--- config.mk ---
export PLATFORM = sky130hd
export DESIGN_NAME = parity_frame_receiver
export DESIGN_NICKNAME = d
export VERILOG_FILES = /design/src/rtl/parity_pkg.sv /design/src/rtl/parity_generator_4bit.sv /design/src/rtl/parity_frame_receiver.sv
export SDC_FILE = /design/constraint.sdc
export NUM_CORES = 1
export LEC_CHECK = 0
export BUFFER_PORTS_ARGS = -buffer_cell sky130_fd_sc_hd__buf_4
export CAP_MARGIN = 40
export CORE_ASPECT_RATIO = 1.25
export CORE_MARGIN = 2
export CORE_UTILIZATION = 45
export CTS_BUF_LIST = sky130_fd_sc_hd__clkbuf_4 sky130_fd_sc_hd__clkbuf_8 sky130_fd_sc_hd__clkbuf_16
export DETAILED_ROUTE_END_ITERATION = 16
export PLACE_DENSITY = 0.68
export SLEW_MARGIN = 40
export SYNTH_ARGS = -nofsm -noshare
export SYNTH_HDL_FRONTEND = slang
export SYNTH_SLANG_ARGS = --single-unit
--- constraint.sdc ---
create_clock -name clk -period 2 [get_ports clk]
set_input_delay 0.4 -clock clk [delete_from_list [all_inputs] [get_ports clk]]
set_output_delay 0.4 -clock clk [all_outputs]
set_load 0.05 [all_outputs]
--- src/rtl/parity_pkg.sv ---
// Shared definitions for the 4-bit parity datapath (generator and receiver).
package parity_pkg;

    localparam int unsigned DATA_W     = 4;
    localparam int unsigned FRAME_BITS = 7;
    localparam int unsigned IDX_W      = $clog2(DATA_W);

    localparam logic PARITY_EVEN = 1'b0;
    localparam logic PARITY_ODD  = 1'b1;

    typedef enum logic [2:0] {
        IDLE      = 3'd0,
        DATA      = 3'd1,
        PARITY    = 3'd2,
        STOP      = 3'd3,
        WAIT_HIGH = 3'd4
    } rx_state_t;

endpackage

--- src/rtl/parity_generator_4bit.sv ---
// Combinational parity generator; the single definition of parity for the link.
module parity_generator_4bit
    import parity_pkg::*;
(
    input  logic [DATA_W-1:0] data,
    input  logic              parity_mode,
    output logic              parity_c
);

    // Even mode: XOR of data; odd mode: its complement.
    always_comb begin
        parity_c = ^data;
        if (parity_mode == PARITY_ODD) begin
            parity_c = ~(^data);
        end
    end

endmodule

--- src/rtl/parity_frame_receiver.sv ---
// Framed serial receiver: start, 4 data bits LSB first, parity, stop.
module parity_frame_receiver
    import parity_pkg::*;
#(
    parameter int unsigned ERR_CNT_W = 8
) (
    input  logic                 clk,
    input  logic                 rst,
    input  logic                 bit_en,
    input  logic                 sin,
    input  logic                 parity_mode,
    input  logic                 clr_count,
    output logic [DATA_W-1:0]    data_out,
    output logic                 data_valid,
    output logic                 parity_err,
    output logic                 frame_err,
    output logic                 busy,
    output logic [ERR_CNT_W-1:0] err_count
);

    localparam logic [ERR_CNT_W-1:0] CNT_MAX  = '1;
    localparam logic [IDX_W-1:0]     LAST_IDX = IDX_W'(DATA_W - 1);

    rx_state_t         state;
    rx_state_t         next_state;
    logic [IDX_W-1:0]  bit_idx;
    logic [DATA_W-1:0] shift_reg;
    logic              mode_q;
    logic              rx_parity;

    logic start_c;
    logic shift_c;
    logic cap_par_c;
    logic stop_c;
    logic exp_parity_c;
    logic perr_c;
    logic ferr_c;

    parity_generator_4bit u_gen (
        .data        (shift_reg),
        .parity_mode (mode_q),
        .parity_c    (exp_parity_c)
    );

    assign perr_c = exp_parity_c ^ rx_parity;
    assign ferr_c = ~sin;

    // State register.
    always_ff @(posedge clk or posedge rst) begin
        if (rst) begin
            state <= IDLE;
        end else begin
            state <= next_state;
        end
    end

    // Next-state logic and per-strobe datapath enables.
    always_comb begin
        next_state = state;
        start_c    = 1'b0;
        shift_c    = 1'b0;
        cap_par_c  = 1'b0;
        stop_c     = 1'b0;
        if (bit_en) begin
            case (state)
                IDLE: begin
                    if (!sin) begin
                        start_c    = 1'b1;
                        next_state = DATA;
                    end
                end
                DATA: begin
                    shift_c = 1'b1;
                    if (bit_idx == LAST_IDX) begin
                        next_state = PARITY;
                    end
                end
                PARITY: begin
                    cap_par_c  = 1'b1;
                    next_state = STOP;
                end
                STOP: begin
                    stop_c     = 1'b1;
                    next_state = sin ? IDLE : WAIT_HIGH;
                end
                WAIT_HIGH: begin
                    if (sin) begin
                        next_state = IDLE;
                    end
                end
                default: next_state = IDLE;
            endcase
        end
    end

    // Frame capture: bit index, data bits, received parity and latched mode.
    always_ff @(posedge clk or posedge rst) begin
        if (rst) begin
            bit_idx   <= '0;
            shift_reg <= '0;
            mode_q    <= PARITY_EVEN;
            rx_parity <= 1'b0;
        end else begin
            if (start_c) begin
                bit_idx <= '0;
                mode_q  <= parity_mode;
            end
            if (shift_c) begin
                shift_reg[bit_idx] <= sin;
                bit_idx            <= bit_idx + IDX_W'(1);
            end
            if (cap_par_c) begin
                rx_parity <= sin;
            end
        end
    end

    // Result registers, updated together on the stop-bit sample.
    always_ff @(posedge clk or posedge rst) begin
        if (rst) begin
            data_out   <= '0;
            data_valid <= 1'b0;
            parity_err <= 1'b0;
            frame_err  <= 1'b0;
            busy       <= 1'b0;
        end else begin
            data_valid <= stop_c;
            busy       <= (next_state != IDLE);
            if (stop_c) begin
                data_out   <= shift_reg;
                parity_err <= perr_c;
                frame_err  <= ferr_c;
            end
        end
    end

    // Saturating error counter; clear has priority over an increment.
    always_ff @(posedge clk or posedge rst) begin
        if (rst) begin
            err_count <= '0;
        end else if (clr_count) begin
            err_count <= '0;
        end else if (stop_c && (perr_c || ferr_c) && (err_count != CNT_MAX)) begin
            err_count <= err_count + ERR_CNT_W'(1);
        end
    end

endmodule

==> results.json <==
{
  "vdd_drop_max_v": 0.000873,
  "final_max_slew_viol_count": 0,
  "drtIter0Drc": 40,
  "clock_sinks": 27,
  "criticalPathCategory": "flop to flop",
  "tightest_slew_ns": 0.426,
  "cts_setup_buffers": 0,
  "setup_violations": 0,
  "cts_resized": 0,
  "grt_use_total_pct": 17.4,
  "grt_max_degree": 28,
  "row_count": 22,
  "min_period_ns": 1.88,
  "cts.htree.levels": 1,
  "status": "finished, final reports clean",
  "grt_pass1_wl_um": 4420,
  "die_h_um": 64.7,
  "layoutNonFillerInstCount": 190,
  "ant_nets": 0,
  "start_kind": "flop",
  "hold_buffers": 0,
  "fin_crit_sh_pct": 93.9,
  "routabilityCongestion": 0.822,
  "grt_overflow_total": 0,
  "antenna_found_initial": 0,
  "cts_buffers": 3,
  "via_per_inst": 5.19,
  "fill_cells": 271,
  "r2r.worst_path.cells": 5,
  "path_clk_slew_ns": 0.15,
  "max_freq_mhz": 533,
  "register_area_sq_um": 676,
  "ys_ff_latch": 27,
  "synth_flop_cell": "dfrtp_1",
  "dr.pass1.iters": 4,
  "ys_types": 32,
  "drc": 0,
  "hold_viol": 0,
  "placed_area_sq_um": 1520,
  "worstReg2RegEnd": "err_count[6]",
  "clock-root-buffer": "clkbuf_4",
  "die_area_sq_um": 3400,
  "crit_fanout": 7,
  "setup_tns_ns": 0,
  "max_slew_margin_pct": 71.4,
  "routed_wl_um": 2450,
  "ioPinCount": 22,
  "seq_area_frac_synth_pct": 50.9,
  "reg2reg_setup_slack_ns": 0.12,
  "fin_nets": 166,
  "port_buffers": 21,
  "antennaDiodeCount": 0,
  "rsz0062_at_grt": "false",
  "maxCapViolCount": 0,
  "start_util_pct": 46.3,
  "core-area_sq_um": 2860,
  "avgSynthCellArea_sq_um": 10.0,
  "stdcell_area_sq_um": 1550,
  "multi_input_area_sq_um": 596,
  "yosysWarningCount": 0,
  "clock_latency_ns": 0.32,
  "largest_reg_flops": 8,
  "drive_gt1_share_pct": 22.7,
  "synth_fp_nets": 143,
  "cp-end-kind": "flop",
  "cp_data_required_time_ns": 2.23,
  "power.density_cell_area_nw_per_um2": 1410,
  "die_x_um": 52.6,
  "clockBufferDepth": 2,
  "vias": 987,
  "synth-edff-count": 0,
  "p_leak_uw": 0.000734,
  "finClkSkew_ns": 0.00597,
  "netlist_instances": 132,
  "synth_area_sq_um": 1330,
  "cts_tree": "built",
  "grt_pass1_vias": 1007,
  "routedWlPerCell_um": 12.9,
  "syn2layout_area_growth_pct": 16.9,
  "arrival_ns": 2.10,
  "async_reset_ff_share_pct": 100,
  "dp_cells": 186,
  "dp_hpwl_um": 1870,
  "min_path_type": "input pin to asynchronous set/reset pin",
  "r2r_start": "shift_reg[0]"
}
[critical path: stages (launching register included)]
cell and delay [ns]:
dfrtp_1 0.43, xnor2_1 0.26, xnor3_2 0.48, a2111oi_4 0.40
xnor2_1 0.16, nor2_1 0.05
[how the worst max path moves through the flow]
stage,from,endpoint,slack [ns],cells after the start
floorplan,err_count[0],err_count[1],0.12,6
global placement,shift_reg[1],err_count[1],0.27,5
detailed placement,shift_reg[0],err_count[6],0.12,5
CTS,shift_reg[0],err_count[6],0.09,5
global route,shift_reg[0],err_count[7],0.01,5
finish,shift_reg[0],err_count[6],0.12,5
[final cells by class]
class / count / area share [%]
Clock buffer: 3 / 1.45
Clock inverter: 1 / 0.323
Inverter: 9 / 2.18
Multi-Input combinational cell: 91 / 38.4
Sequential cell: 27 / 43.6
Tap cell: 36 / 2.91
Timing Repair Buffer: 23 / 11.1
[per-stage QoR]
step	setup slack, ns	power, uW	hold slack [ns]	util [%]
2_1_floorplan	0.116	1710	0.453	-
3_3_place_gp	0.268	1920	0.458	53.2
3_5_place_dp	0.119	1980	0.464	53.2
4_1_cts	0.0923	2220	0.125	54.2
5_1_grt	0.0123	2370	0.148	54.2
6_report	0.123	2180	0.114	54.2
[report_power, final]
part	internal, uW	total, uW	switching [uW]	leakage, uW
registers	721	870	150	0.000349
clock network	74.7	231	156	0.0000177
logic	417	1080	662	0.000368
[per-layer routing]
layer  track usage (%)  routed length [um]  vias to the layer above  part of all wire (%)
li1                  -                   -                      482                     -
met1              20.4                1040                      480                    42
met2              31.9                1310                       23                    53
met3              2.76                  86                        2                   3.5
met4              4.81                  23                        0                  0.94
met5                 0                   0                        -                     0
[synth_stat cells, types with 2 or more instances]
cell      number  area [sq um]
o21ai_0        4          20.0
nand4_1        2          12.5
buf_2          2          10.0
mux2_2         5          56.3
clkbuf_1       2          7.51
dfrtp_1       27           676
a211oi_1       3          22.5
nand3_1        2          10.0
ha_1           5          62.6
o31ai_1        3          22.5
xnor2_1        8          70.1
inv_1          8          30.0
nand2b_1       2          12.5
nand2_1       23          86.3
a21oi_1        5          25.0
nor2_1        15          56.3
[layout by cell type, fill, tap and decap left out]
cell        n
nand4b_1    1
a22o_1      1
o21ai_1     1
dfrtp_1    27
and3_1      1
o211ai_1    1
a211oi_1    3
inv_1       8
clkinv_2    1
nand2_1    23
o31ai_1     3
a21oi_1     5
or3_1       1
xor2_1      1
inv_2       1
nand4_1     2
mux2_2      5
o21ai_0     4
mux2i_1     1
nand2b_1    2
nand3_1     2
nor4_1      1
o22ai_1     1
a21o_1      1
xnor3_2     1
ha_1        5
buf_4      23
xnor2_1     8
clkbuf_4    3
nor2_1     15
and2_1      1
a2111oi_4   1
[cells by family (layout without fill, tap and decap cells)]
family | count (synthesis) | in the layout | synth area share [%]
AO/OA/AOI/OAI | 21 | 21 | 11.5
AND/OR/NAND/NOR | 49 | 49 | 15.9
flip-flops | 27 | 27 | 50.9
XOR/XNOR | 10 | 10 | 7.74
buffers and inverters | 14 | 36 | 4.15
adder cells (fa/ha/maj) | 5 | 5 | 4.72
multiplexers | 6 | 6 | 5.00
Note: power is estimated with default switching activity, not from simulation.
